`src/rtl/tt_io_pattern_gen_pkg.sv`:
```
// Shared types and constants for the tile digital-pin pattern generator.
package tt_io_pkg;

  typedef enum logic [2:0] {
    MODE_OFF    = 3'd0,
    MODE_STATIC = 3'd1,
    MODE_COUNT  = 3'd2,
    MODE_WALK   = 3'd3,
    MODE_LFSR   = 3'd4,
    MODE_LOOP   = 3'd5
  } mode_e;

  localparam logic [7:0] OP_MODE   = 8'h01;
  localparam logic [7:0] OP_DIV    = 8'h02;
  localparam logic [7:0] OP_OE     = 8'h03;
  localparam logic [7:0] OP_STATIC = 8'h04;

  localparam logic [1:0] ST_IDLE  = 2'd0;
  localparam logic [1:0] ST_ARG   = 2'd1;
  localparam logic [1:0] ST_APPLY = 2'd2;

  // Taps for x^8+x^6+x^5+x^4+1 expressed on bits 7,5,4,3 of the shift register.
  localparam logic [7:0] LFSR_TAPS = 8'hB8;

  function automatic logic [7:0] lfsr_next(input logic [7:0] p);
    return {p[6:0], ^(p & LFSR_TAPS)};
  endfunction

  function automatic logic is_known_op(input logic [7:0] op);
    return (op >= OP_MODE) && (op <= OP_STATIC);
  endfunction

endpackage

```
`src/rtl/tt_io_pattern_gen_if.sv`:
```
// Byte-wide command port with valid/ready handshake.
interface tt_io_pattern_gen_if;
  logic [7:0] cfg_data;
  logic       cfg_valid;
  logic       cfg_ready;

  modport master (output cfg_data, output cfg_valid, input cfg_ready);
  modport slave  (input cfg_data, input cfg_valid, output cfg_ready);
endinterface

```
`src/rtl/tt_io_pattern_gen_prescaler.sv`:
```
// Tick prescaler: counts 0..div and pulses tick in the cycle after the terminal count.
module tt_io_prescaler #(
  parameter int DIV_W = 8
) (
  input  logic             clk,
  input  logic             rst,
  input  logic             en,
  input  logic             clr,
  input  logic [DIV_W-1:0] div,
  output logic             adv,
  output logic             tick
);

  logic [DIV_W-1:0] cnt_reg;
  logic             tick_reg;
  logic             at_tc;

  assign at_tc = en && (cnt_reg == div);
  // A clear wins over a coincident terminal count, so no advance is lost or doubled.
  assign adv   = at_tc && !clr;
  assign tick  = tick_reg;

  always_ff @(posedge clk) begin
    if (rst) begin
      cnt_reg  <= '0;
      tick_reg <= 1'b0;
    end else if (clr) begin
      cnt_reg  <= '0;
      tick_reg <= 1'b0;
    end else if (at_tc) begin
      cnt_reg  <= '0;
      tick_reg <= 1'b1;
    end else begin
      tick_reg <= 1'b0;
      if (en) begin
        cnt_reg <= cnt_reg + DIV_W'(1);
      end
    end
  end

endmodule

```
`src/rtl/tt_io_pattern_gen.sv`:
```
// Digital pin drive stage: command-configured test patterns on uo_out/uio_out/uio_oe.
module tt_io_pattern_gen
  import tt_io_pkg::*;
#(
  parameter int         DIV_W     = 8,
  parameter logic [7:0] LFSR_SEED = 8'hA5
) (
  input  logic                clk,
  input  logic                rst,
  input  logic                ena,
  tt_io_pattern_gen_if.slave  cfg,
  input  logic [7:0]          loop_in,
  output logic [7:0]          uo_out,
  output logic [7:0]          uio_out,
  output logic [7:0]          uio_oe,
  output logic                tick,
  output logic                err
);

  logic [1:0]       state_reg;
  logic [7:0]       op_reg;
  logic [7:0]       arg_reg;
  logic             err_reg;
  logic             xfer;
  logic             apply;

  logic [2:0]       mode_reg;
  logic [DIV_W-1:0] div_reg;
  logic [7:0]       oe_reg;
  logic [7:0]       static_reg;
  logic [7:0]       pat_reg;
  logic [7:0]       loop_reg;
  logic [7:0]       pattern;
  logic [7:0]       uo_reg;
  logic [7:0]       oe_out_reg;

  logic             presc_clr;
  logic             adv;

  assign cfg.cfg_ready = (state_reg != ST_APPLY);
  assign xfer          = cfg.cfg_valid && cfg.cfg_ready;
  assign apply         = (state_reg == ST_APPLY);
  assign err           = err_reg;

  always_ff @(posedge clk) begin
    if (rst) begin
      state_reg <= ST_IDLE;
      op_reg    <= 8'h00;
      arg_reg   <= 8'h00;
      err_reg   <= 1'b0;
    end else begin
      case (state_reg)
        ST_IDLE: begin
          if (xfer) begin
            if (is_known_op(cfg.cfg_data)) begin
              op_reg    <= cfg.cfg_data;
              state_reg <= ST_ARG;
            end else begin
              err_reg <= 1'b1;
            end
          end
        end
        ST_ARG: begin
          if (xfer) begin
            arg_reg   <= cfg.cfg_data;
            state_reg <= ST_APPLY;
          end
        end
        default: state_reg <= ST_IDLE;
      endcase
    end
  end

  always_ff @(posedge clk) begin
    if (rst) begin
      mode_reg   <= MODE_OFF;
      div_reg    <= '1;
      oe_reg     <= 8'h00;
      static_reg <= 8'h00;
    end else if (apply) begin
      case (op_reg)
        OP_MODE:   mode_reg   <= arg_reg[2:0];
        OP_DIV:    div_reg    <= DIV_W'(arg_reg);
        OP_OE:     oe_reg     <= arg_reg;
        OP_STATIC: static_reg <= arg_reg;
        default:   ;
      endcase
    end
  end

  assign presc_clr = apply && ((op_reg == OP_MODE) || (op_reg == OP_DIV));

  tt_io_prescaler #(.DIV_W(DIV_W)) u_prescaler (
    .clk  (clk),
    .rst  (rst),
    .en   (ena),
    .clr  (presc_clr),
    .div  (div_reg),
    .adv  (adv),
    .tick (tick)
  );

  // Mode entry reloads the sequence state even when the same mode is reapplied.
  always_ff @(posedge clk) begin
    if (rst) begin
      pat_reg <= 8'h00;
    end else if (apply && (op_reg == OP_MODE)) begin
      case (arg_reg[2:0])
        MODE_COUNT: pat_reg <= 8'h00;
        MODE_WALK:  pat_reg <= 8'h01;
        MODE_LFSR:  pat_reg <= LFSR_SEED;
        default:    pat_reg <= 8'h00;
      endcase
    end else if (adv) begin
      case (mode_reg)
        MODE_COUNT: pat_reg <= pat_reg + 8'h01;
        MODE_WALK:  pat_reg <= {pat_reg[6:0], pat_reg[7]};
        MODE_LFSR:  pat_reg <= lfsr_next(pat_reg);
        default:    pat_reg <= pat_reg;
      endcase
    end
  end

  always_ff @(posedge clk) begin
    if (rst) begin
      loop_reg <= 8'h00;
    end else if (ena) begin
      loop_reg <= loop_in;
    end
  end

  always_comb begin
    pattern = 8'h00;
    case (mode_reg)
      MODE_STATIC:                      pattern = static_reg;
      MODE_COUNT, MODE_WALK, MODE_LFSR: pattern = pat_reg;
      MODE_LOOP:                        pattern = loop_reg;
      default:                          pattern = 8'h00;
    endcase
  end

  always_ff @(posedge clk) begin
    if (rst) begin
      uo_reg     <= 8'h00;
      oe_out_reg <= 8'h00;
    end else begin
      uo_reg     <= pattern;
      oe_out_reg <= oe_reg;
    end
  end

  assign uo_out = uo_reg;
  assign uio_oe = oe_out_reg;

  genvar gi;
  generate
    for (gi = 0; gi < 8; gi++) begin : g_uio
      logic inv_reg;
      always_ff @(posedge clk) begin
        if (rst) begin
          inv_reg <= 1'b1;
        end else begin
          inv_reg <= ~pattern[gi];
        end
      end
      assign uio_out[gi] = inv_reg;
    end
  endgenerate

endmodule
```
`src/flat_wrapper.sv`:
```
// flat-port wrapper written by rule: the top's interface ports become plain ports
module tt_io_pattern_gen_flat import tt_io_pkg::*;
#(
  parameter int         DIV_W     = 8,
  parameter logic [7:0] LFSR_SEED = 8'hA5
)
  (clk, rst, ena, loop_in, uo_out, uio_out, uio_oe, tick, err, cfg_cfg_data, cfg_cfg_valid, cfg_cfg_ready);
  tt_io_pattern_gen_if cfg_i ();
  input  logic clk;
  input  logic rst;
  input  logic ena;
  input  logic [7:0] loop_in;
  output logic [7:0] uo_out;
  output logic [7:0] uio_out;
  output logic [7:0] uio_oe;
  output logic tick;
  output logic err;
  input wire logic [$bits(cfg_i.cfg_data)-1:0] cfg_cfg_data;
  input wire logic [$bits(cfg_i.cfg_valid)-1:0] cfg_cfg_valid;
  output wire logic [$bits(cfg_i.cfg_ready)-1:0] cfg_cfg_ready;
  assign cfg_i.cfg_data = cfg_cfg_data;
  assign cfg_i.cfg_valid = cfg_cfg_valid;
  assign cfg_cfg_ready = cfg_i.cfg_ready;
  tt_io_pattern_gen #(.DIV_W(DIV_W), .LFSR_SEED(LFSR_SEED)) u_core (.clk(clk), .rst(rst), .ena(ena), .cfg(cfg_i), .loop_in(loop_in), .uo_out(uo_out), .uio_out(uio_out), .uio_oe(uio_oe), .tick(tick), .err(err));
endmodule
```
`config.mk`:
```
export PLATFORM = sky130hd
export DESIGN_NAME = tt_io_pattern_gen_flat
export DESIGN_NICKNAME = d
export VERILOG_FILES = /design/src/rtl/tt_io_pattern_gen_pkg.sv /design/src/rtl/tt_io_pattern_gen_if.sv /design/src/rtl/tt_io_pattern_gen_prescaler.sv /design/src/rtl/tt_io_pattern_gen.sv /design/src/flat_wrapper.sv
export SDC_FILE = /design/constraint.sdc
export NUM_CORES = 1
export LEC_CHECK = 0
export CAP_MARGIN = 10
export CORE_MARGIN = 1
export CORE_UTILIZATION = 50
export CTS_CLUSTER_DIAMETER = 80
export DETAILED_ROUTE_END_ITERATION = 16
export PLACE_DENSITY = 0.72
export SYNTH_ARGS = -nofsm -noshare
export SYNTH_HDL_FRONTEND = slang
export SYNTH_SLANG_ARGS = --single-unit
```
`constraint.sdc`:
```
create_clock -name clk -period 5.4 [get_ports clk]
set_clock_uncertainty 0.1 [all_clocks]
set_input_delay 1.08 -clock clk [delete_from_list [all_inputs] [get_ports clk]]
set_output_delay 1.08 -clock clk [all_outputs]
set_load 0.02 [all_outputs]
```
==> flow_summary.toml <==
[synth]
synth_cell_type_count = 55
synth-edff-count = 0
synthMuxAreaShare_pct = 11.1
syn_area_um2 = 4160
synth_fp_nets = 482
synth_xor_area_share_pct = 4.00
synthAdderAreaFrac_pct = 0.903
ys_warn_count = 0
synth.yosys.seq_area_share_pct = 45.7
synth_area_per_cell_um2 = 9.06
synthArstFlopShare_pct = 0
netlist_instances = 459
synth-simple-area-share_pct = 24.6
ys_ff_latch = 95
synth_top_family_by_area = "simple AND/OR/NAND/NOR gates"
synth-compound-area-share_pct = 7.31
ys.flop_type = "dfxtp_1"

[timing]
timing.slew.headroom_pct = 36.2
timing.final.crit_share_pct = 59.0
finalHoldViolations = 0
fin_setup_tns_ps = 0
tightest_slew_ps = 948
final_max_slew_viol_count = 0
worst_slack_ps = 2210
fin_crit_ps = 3190
grt_setup_unrepaired = "false"
setup_viol = 0
max_freq_ghz = 0.314
whs_ps = 371

[cts]
cts_htree_levels = 3
cts_inserted_buffers = 9
ctsResizeCount = 0
clockRootBuffer = "clkbuf_8"
post_cts_buffers = 0
clockBufferDepth = 2
clock_latency_ps = 370
clock_sinks = 95
clk_pin_slew_ps = 100
hold_buffers = 0
cts_tree = "done"

[placed_design]
routabilityCongestion = 0.806
pre_cts_slack_ps = 1870
dp_hpwl_um = 5650
place_area_um2 = 4530
portBuffers = 46

[run]
maxCapViolations = 0

[worst_setup_path]
start_kind = "input port"
setup.worst_path.class = "input port to register"
cp_max_fo = 17
crit_arrival_ps = 3320
crit_required_ps = 5530
worstSetupEndpointType = "register"

[floorplanning]
core_area_um2 = 7890
initial_utilization_pct = 52.7
dieHeight_um = 93.2
io_pins = 47
die_area_um2 = 8690
rows = 32
die_w_um = 93.2

[cells_and_area]
nFillCells = 707
layout-drive-gt1-share_pct = 9.00
antenna_cells = 0
fin_nets = 507
design_area_um2 = 4730
seq_area_um2 = 1900
multiInputGateArea_um2 = 1990
mostFrequentLayoutCells = "dfxtp_1 (95), nor2_1 (61), nand2_1 (57)"
area_growth_pct = 13.7
mostFrequentLayoutCell = "dfxtp_1"

[routing]
post-route-drc-count = 0
first_pass_iters = 5
vias = 3080
top_layer = "met4"
viasPerCell = 5.21
dr.first_iter.drc_count = 133
route.antenna.remaining_nets = 0
wire_per_inst_um = 13.8
wl_met1_um = 3870
wl_met3_um = 254
wl_met2_um = 3930
wirelength_um = 8170

[power]
ir_worst_vdd_v = 0.000134
power.density_nw_per_um2 = 253
p_leak_uw = 0.00182
power.total_uw = 1200

[global_routing]
grt.total_usage_pct = 20.2
antenna_found_initial = 0
first_global_vias = 2899
grt_max_degree = 47
grt_pass1_wl_um = 13800
globalRouteOverflowTotal = 0

[worst_hold_path]
hold_class = "register to register"

[run_status]
status = "finished, final reports clean"
## cell type report
cell class / instances / area share, %
inverter: 11 / 0.873
clock inverter: 7 / 1.38
tap: 102 / 2.70
multi-input combinational: 318 / 42.1
clock buffer: 9 / 2.62
timing repair buffer: 49 / 10.1
sequential: 95 / 40.2
## per-stage QoR
stage | instances | utilization [%]
floorplan | 459 | -
finish | 591 | 60.0
CTS | 590 | 59.9
global placement | 574 | 57.5
detailed placement | 574 | 57.5
global route | 591 | 60.0
## report_power, final
group          total [uW]  internal, uW  switching [uW]
Clock                 442           177             265
Sequential            711           706            5.12
Combinational        45.7          22.9            22.8
Total                1200           906             293
## routing by layer
| metal | global-route usage (%) | up-vias |
|---|---|---|
| met5 | 0 | - |
| met3 | 3.25 | 10 |
| met1 | 25.9 | 1439 |
| met4 | 9.23 | 0 |
| li1 | - | 1580 |
| met2 | 33.5 | 51 |
## Yosys cell counts, types with 3 or more instances
library cell | instances | area [um2]
buf_4 | 9 | 67.6
mux2_2 | 8 | 90.1
mux2i_1 | 36 | 360
clkbuf_8 | 4 | 55.1
clkbuf_1 | 17 | 63.8
nand4_1 | 6 | 37.5
a21oi_1 | 20 | 100
nand3_1 | 16 | 80.1
nand2_1 | 57 | 214
ha_1 | 3 | 37.5
nand2b_1 | 10 | 62.6
nor2b_1 | 9 | 56.3
inv_1 | 11 | 41.3
nor2_1 | 61 | 229
nor3_1 | 7 | 35.0
xor2_1 | 11 | 96.3
o21ai_0 | 15 | 75.1
dfxtp_1 | 95 | 1900
nand3b_1 | 9 | 67.6
and2_1 | 4 | 25.0
xnor2_1 | 8 | 70.1
## final timing paths
path	startpoint	end	slack [ps]	cells after the start
setup / recovery	ena	u_core.pat_reg[2]$_SDFFE_PP0P_	2210	7
setup reg to reg	u_core.op_reg[3]$_SDFFE_PP0P_	u_core.static_reg[2]$_SDFFE_PP0P_	2700	6
hold reg to reg	u_core.oe_reg[0]$_SDFFE_PP0P_	u_core.uio_oe[0]$_SDFF_PP0_	370	1
hold / removal	u_core.oe_reg[0]$_SDFFE_PP0P_	u_core.uio_oe[0]$_SDFF_PP0_	370	1
## critical path, cell delays in order
cell	delay, ps
clkdlybuf4s50_1	1010
o211ai_1	200
nor4bb_1	320
buf_4	220
mux2_1	340
nand2_1	70
a21oi_1	60
## cell families after synthesis
family	count (synthesis)
simple gates	200
compound gates	51
fa+ha+maj	3
xor+xnor	19
flops	95
mux	45
buf+inv	46
Power figures use the tool's default switching activity.
